--- src/rtl/dualmem_port_arb.sv ---
// Round-robin share of dualmem port A between two requesters, plus a zero-fill engine.
// Grant and address mux are combinational; read data returns 1 cycle after grant; no ready while filling.
module dualmem_port_arb #(
  parameter int ADDR_WIDTH     = 11,
  parameter int DATA_WIDTH     = 64,
  parameter int CLEAR_ON_RESET = 1
) (
  input  logic                    clk,
  input  logic                    rstn,
  input  logic                    init_start,
  output logic                    init_busy,
  input  logic                    req0_valid,
  output logic                    req0_ready,
  input  logic [ADDR_WIDTH-1:0]   req0_addr,
  input  logic [DATA_WIDTH/8-1:0] req0_we,
  input  logic [DATA_WIDTH-1:0]   req0_wdata,
  output logic                    rsp0_valid,
  output logic [DATA_WIDTH-1:0]   rsp0_rdata,
  input  logic                    req1_valid,
  output logic                    req1_ready,
  input  logic [ADDR_WIDTH-1:0]   req1_addr,
  input  logic [DATA_WIDTH/8-1:0] req1_we,
  input  logic [DATA_WIDTH-1:0]   req1_wdata,
  output logic                    rsp1_valid,
  output logic [DATA_WIDTH-1:0]   rsp1_rdata,
  output logic                    mem_en,
  output logic [DATA_WIDTH/8-1:0] mem_we,
  output logic [ADDR_WIDTH-1:0]   mem_addr,
  output logic [DATA_WIDTH-1:0]   mem_wdata,
  input  logic [DATA_WIDTH-1:0]   mem_rdata
);

  typedef enum logic {CLEAR, ARB} state_t;

  state_t                state;
  logic [ADDR_WIDTH-1:0] clr_cnt;
  logic                  rr_ptr;
  logic                  arb_ok;
  logic                  gnt0;
  logic                  gnt1;

  // rstn gates the combinational outputs so nothing reaches the RAM while held in reset.
  assign arb_ok = rstn && (state == ARB) && !init_start;
  assign gnt0   = arb_ok && req0_valid && (!req1_valid || !rr_ptr);
  assign gnt1   = arb_ok && req1_valid && (!req0_valid || rr_ptr);

  assign req0_ready = gnt0;
  assign req1_ready = gnt1;
  assign rsp0_rdata = mem_rdata;
  assign rsp1_rdata = mem_rdata;

  always_comb begin
    mem_en    = 1'b0;
    mem_we    = '0;
    mem_addr  = req0_addr;
    mem_wdata = req0_wdata;
    if (rstn && state == CLEAR) begin
      mem_en    = 1'b1;
      mem_we    = '1;
      mem_addr  = clr_cnt;
      mem_wdata = '0;
    end else if (gnt1) begin
      mem_en    = 1'b1;
      mem_we    = req1_we;
      mem_addr  = req1_addr;
      mem_wdata = req1_wdata;
    end else if (gnt0) begin
      mem_en    = 1'b1;
      mem_we    = req0_we;
    end
  end

  always_ff @(posedge clk or negedge rstn) begin
    if (!rstn) begin
      state      <= (CLEAR_ON_RESET != 0) ? CLEAR : ARB;
      init_busy  <= (CLEAR_ON_RESET != 0);
      clr_cnt    <= '0;
      rr_ptr     <= 1'b0;
      rsp0_valid <= 1'b0;
      rsp1_valid <= 1'b0;
    end else begin
      rsp0_valid <= gnt0 && (req0_we == '0);
      rsp1_valid <= gnt1 && (req1_we == '0);
      if (gnt0) begin
        rr_ptr <= 1'b1;
      end else if (gnt1) begin
        rr_ptr <= 1'b0;
      end
      if (state == CLEAR) begin
        // Counter wraps back to zero on the final write, ready for the next fill.
        clr_cnt <= clr_cnt + ADDR_WIDTH'(1);
        if (&clr_cnt) begin
          state     <= ARB;
          init_busy <= 1'b0;
        end
      end else if (init_start) begin
        state     <= CLEAR;
        init_busy <= 1'b1;
        clr_cnt   <= '0;
      end
    end
  end

endmodule

--- config.mk ---
export PLATFORM = sky130hd
export DESIGN_NAME = dualmem_port_arb
export DESIGN_NICKNAME = d
export VERILOG_FILES = /design/src/rtl/dualmem_port_arb.sv
export SDC_FILE = /design/constraint.sdc
export NUM_CORES = 1
export LEC_CHECK = 0
export ABC_AREA = 1
export BUFFER_PORTS_ARGS = -buffer_cell sky130_fd_sc_hd__buf_2
export CAP_MARGIN = 40
export CELL_PAD_IN_SITES_DETAIL_PLACEMENT = 0
export CELL_PAD_IN_SITES_GLOBAL_PLACEMENT = 2
export CORE_AREA = 5 5 172 174
export DETAILED_ROUTE_END_ITERATION = 12
export DIE_AREA = 0 0 177 179
export GPL_ROUTABILITY_DRIVEN = 0
export PLACE_DENSITY_LB_ADDON = 0.1
export SLEW_MARGIN = 20
export SYNTH_ARGS = -nofsm -noshare
export SYNTH_HDL_FRONTEND = slang
export SYNTH_SLANG_ARGS = --single-unit
--- constraint.sdc ---
create_clock -name clk -period 3.7 [get_ports clk]
set_input_delay 0.185 -clock clk [delete_from_list [all_inputs] [get_ports clk]]
set_output_delay 0.185 -clock clk [all_outputs]
set_load 0.005 [all_outputs]
==> impl_metrics.xml <==
<?xml version="1.0" encoding="UTF-8"?>
<metrics>
  <group name="status">
    <metric name="outcome" unit="">completed</metric>
  </group>
  <group name="clock_network">
    <metric name="tritoncts.num_buffers" unit="">3</metric>
    <metric name="clock_insertion_delay_worst_skew" unit="ps">250</metric>
    <metric name="max_buffers_root_to_sink" unit="">2</metric>
    <metric name="clk_pin_slew_worst_paths" unit="ps">50</metric>
    <metric name="cts-htree-levels" unit="">1</metric>
    <metric name="cts_tree" unit="">yes</metric>
    <metric name="post_cts_buffers" unit="">0</metric>
    <metric name="tritoncts_num_sinks" unit="">16</metric>
    <metric name="clock_tree.root_cell" unit="">clkbuf_16</metric>
  </group>
  <group name="detailed_routing">
    <metric name="dr.pass1.iters" unit="">4</metric>
    <metric name="route.vias.total" unit="">3745</metric>
    <metric name="route.antenna.remaining_nets" unit="">0</metric>
    <metric name="routedWlPerCell" unit="um">16.8</metric>
    <metric name="routed_wl" unit="um">17500</metric>
    <metric name="drt_drc_violations_left" unit="">0</metric>
    <metric name="drt_first_iter_violations" unit="">168</metric>
    <metric name="route.detailed.vias_per_inst" unit="">3.59</metric>
  </group>
  <group name="timing">
    <metric name="report.final.hold_viol_count" unit="">0</metric>
    <metric name="minimum_period_implied_by_the_final_worst_setup_slack" unit="ps">2960</metric>
    <metric name="fmaxAchievable" unit="MHz">338</metric>
    <metric name="tightestPinTransition" unit="ps">718</metric>
    <metric name="post-route-period-util" unit="%">80.0</metric>
    <metric name="worst_clock_skew" unit="ps">3.80</metric>
    <metric name="timing.setup.tns" unit="ps">0</metric>
    <metric name="setup_violations" unit="">0</metric>
    <metric name="rsz0062_at_grt" unit="">no</metric>
    <metric name="finalWorstSetupSlack" unit="ps">739</metric>
    <metric name="report.final.slew_viol_count" unit="">0</metric>
    <metric name="timing.max_slew.rel_slack" unit="%">52.1</metric>
  </group>
  <group name="place">
    <metric name="dpl_cell_area" unit="um2">3900</metric>
    <metric name="place_hpwl" unit="um">14800</metric>
    <metric name="port_buffers" unit="">259</metric>
    <metric name="preCtsSetupSlack" unit="ps">880</metric>
  </group>
  <group name="die">
    <metric name="top_level_ports" unit="">452</metric>
    <metric name="rows" unit="">61</metric>
    <metric name="die_y" unit="um">179</metric>
    <metric name="die_width" unit="um">177</metric>
    <metric name="design.core.area" unit="um2">27600</metric>
    <metric name="initial_core_util" unit="%">11.5</metric>
    <metric name="die_area" unit="um2">31700</metric>
  </group>
  <group name="synthesis">
    <metric name="postSynthCellCount" unit="">550</metric>
    <metric name="synth.yosys.warnings" unit="">0</metric>
    <metric name="synth-seq-area-share" unit="%">12.6</metric>
    <metric name="synth_largest_area_cell" unit="">buf_4</metric>
    <metric name="synth_area_per_cell" unit="um2">5.79</metric>
    <metric name="synth_cell_type_count" unit="">27</metric>
    <metric name="synth-seq-cells" unit="">16</metric>
    <metric name="post_syn_nets" unit="">786</metric>
    <metric name="post-synth-top-area-fraction" unit="%">31.1</metric>
    <metric name="syn_area" unit="um2">3180</metric>
    <metric name="post_synth_main_area_contributors" unit="">buf_4 31%, nor2_1 17%, dfrtp_1 12%, o21ai_0 9.9%, nand2_1 9.3%</metric>
  </group>
  <group name="worst_setup_path">
    <metric name="cells_traversed_along_the_worst_timing_path" unit="">nand2_1 -&gt; nand2_1 -&gt; nand2_4 -&gt; clkinv_2 -&gt; buf_12 -&gt; nor2_1 -&gt; nor2_1 -&gt; buf_2</metric>
    <metric name="critical_path.endpoint_type" unit="">output pin</metric>
    <metric name="worst_path_max_delay_cell" unit="">nand2_4</metric>
    <metric name="worst_path_dominant_cell_family" unit="">simple AND/OR/NAND/NOR gates</metric>
    <metric name="crit_type" unit="">reg2out</metric>
    <metric name="critical_path_buf_inv_count" unit="">3</metric>
    <metric name="critical_path.startpoint_type" unit="">flip-flop</metric>
    <metric name="crit_path_max_fanout" unit="">44</metric>
    <metric name="worst_path_largest_cell_delay" unit="ps">520</metric>
    <metric name="r2r_cells" unit="">4</metric>
    <metric name="critical_path_required" unit="ps">3510</metric>
    <metric name="regToRegStartpoint" unit="">state$_DFF_PN0_</metric>
    <metric name="worstReg2RegEnd" unit="">rsp1_valid$_DFF_PN0_</metric>
    <metric name="cp_data_arrival_time" unit="ps">2780</metric>
    <metric name="timing.reg2reg.setup_slack" unit="ps">2080</metric>
  </group>
  <group name="pwr">
    <metric name="combinationalPowerShare" unit="%">49.3</metric>
    <metric name="static-leakage-power" unit="nW">2.18</metric>
    <metric name="p_sw" unit="mW">0.410</metric>
    <metric name="p_seq_share" unit="%">27.2</metric>
    <metric name="ir_drop" unit="uV">129</metric>
    <metric name="power_density" unit="nW/um2">256</metric>
    <metric name="internal-power" unit="mW">0.616</metric>
    <metric name="sw_frac_of_total" unit="%">39.9</metric>
    <metric name="design_power_total" unit="mW">1.03</metric>
    <metric name="share_clk_of_total_power" unit="%">23.5</metric>
  </group>
  <group name="grt">
    <metric name="grt_overflow" unit="">0</metric>
    <metric name="grt_antenna_before_repair" unit="">6</metric>
    <metric name="first_global_vias" unit="">3840</metric>
    <metric name="gr-usage-all-layers" unit="%">9.98</metric>
    <metric name="largest_net_degree_at_the_start_of_global_routing" unit="">45</metric>
    <metric name="grt_first_pass_wirelength" unit="um">24600</metric>
  </group>
  <group name="finish">
    <metric name="area.growth.synth_to_final" unit="%">25.9</metric>
    <metric name="multi_input_combinational_cell_area" unit="um2">1550</metric>
    <metric name="fillerInstances" unit="">3362</metric>
    <metric name="fraction_of_layout_instances_using_a_drive_strength_above_1" unit="%">41.4</metric>
    <metric name="layout_nets" unit="">901</metric>
    <metric name="layout.cell_area.non_filler" unit="um2">4010</metric>
    <metric name="ff_latch_area" unit="um2">402</metric>
  </group>
  <group name="worst_hold_path">
    <metric name="min_from" unit="">req0_we[0]</metric>
    <metric name="worst_hold_path.endpoint" unit="">rsp0_valid$_DFF_PN0_</metric>
    <metric name="worst_hold_path.num_cells" unit="">4</metric>
    <metric name="hp-class" unit="">in2reg</metric>
  </group>
  <group name="run">
    <metric name="drv.max_cap_violation_count" unit="">0</metric>
  </group>
</metrics>
-- state kept, by name, summed over array words and instances, names as in the netlist --
register    count
rr_ptr          1
state           1
rsp0_valid      1
init_busy       1
rsp1_valid      1
clr_cnt        11
-- per-layer routing --
| layer | global-route usage, % | up-vias | wire length (um) |
|---|---|---|---|
| met4 | 1.16 | 10 | 76 |
| met2 | 18.0 | 242 | 8530 |
| met3 | 4.18 | 16 | 2050 |
| met5 | 0 | - | 80 |
| met1 | 11.3 | 1647 | 6790 |
| li1 | - | 1830 | - |
-- worst register-to-register path: stages (launching register included) --
cell and delay, ps:
dfrtp_1 540, nand2_4 130, nor2_8 240, nand2_4 320, nor2_1 300
-- worst max-delay path by stage --
stage	start	end	slack (ps)	cells after the start
finish	rr_ptr$_DFFE_PN0P_	mem_wdata[52]	740	8
global route	rr_ptr$_DFFE_PN0P_	mem_wdata[52]	390	8
CTS	rr_ptr$_DFFE_PN0P_	mem_wdata[52]	600	8
detailed placement	rr_ptr$_DFFE_PN0P_	mem_wdata[52]	880	8
global placement	rr_ptr$_DFFE_PN0P_	mem_wdata[52]	950	8
floorplan	state$_DFF_PN0_	mem_addr[9]	2350	7
-- through the flow --
step                cells  utilization [%]  hold slack (ps)
floorplan             550                -             -111
global placement     1037             14.1              183
detailed placement   1037             14.1              203
CTS                  1042             14.5              241
global route         1043             14.5              255
finish               1043             14.5              231
-- synthesized netlist by cell type (all sizes together) --
| cell | count |
|---|---|
| buf | 143 |
| nor2 | 141 |
| nand2 | 81 |
| o21ai | 69 |
| nand3 | 30 |
| inv | 27 |
| dfrtp | 15 |
| clkbuf | 13 |
| nand3b | 11 |
| nor4 | 4 |
| a21oi | 3 |
| clkinv | 3 |
| nor3 | 2 |
| o21bai | 2 |
| dfstp | 1 |
| ha | 1 |
| nand4 | 1 |
| o22ai | 1 |
| o31ai | 1 |
| xnor2 | 1 |
-- layout by cell type (no fill, tap or decap), types with 2 or more instances in the layout --
| cell | instances |
|---|---|
| nor4_1 | 4 |
| inv_1 | 26 |
| nand3b_1 | 11 |
| nor3_1 | 2 |
| nand2_4 | 2 |
| clkbuf_16 | 3 |
| o21ai_0 | 63 |
| dfrtp_1 | 15 |
| nand2_1 | 79 |
| a21oi_1 | 3 |
| buf_2 | 259 |
| buf_4 | 4 |
| nor2_1 | 140 |
| nand3_1 | 30 |
| buf_12 | 2 |
| o21ai_1 | 6 |
| o21bai_1 | 2 |
| clkinv_1 | 2 |
-- logic make-up after synthesis --
kind of cell             Yosys count  share of synthesized area [%]
AO/OA/AOI/OAI                     76                           12.2
adder cells (fa/ha/maj)            1                          0.393
XOR/XNOR                           1                          0.275
AND/OR/NAND/NOR                  270                           35.8
buffers and inverters            186                           38.7
flip-flops                        16                           12.6
-- power groups by stage --
| stage | sequential (mW) | combinational, mW | clock [mW] |
|---|---|---|---|
| 2_1_floorplan | 0.261 | 0.369 | 0 |
| 3_3_place_gp | 0.283 | 0.528 | 0 |
| 3_5_place_dp | 0.283 | 0.519 | 0 |
| 4_1_cts | 0.280 | 0.523 | 0.252 |
| 5_1_grt | 0.287 | 0.584 | 0.256 |
| 6_report | 0.279 | 0.506 | 0.241 |
-- timing repair --
item,CTS,global route
resized for setup,0,0
hold buffers,1,0
hold endpoints to repair,15,0
-- layout make-up --
cell class                      count  area share [%]
Antenna cell                        1          0.0625
Sequential cell                    16            10.0
Timing Repair Buffer              266            34.4
Inverter                           30            2.84
Multi-Input combinational cell    348            38.7
Tap cell                          378            11.8
Clock buffer                        4            2.22
(Power assumes the default switching activity.)
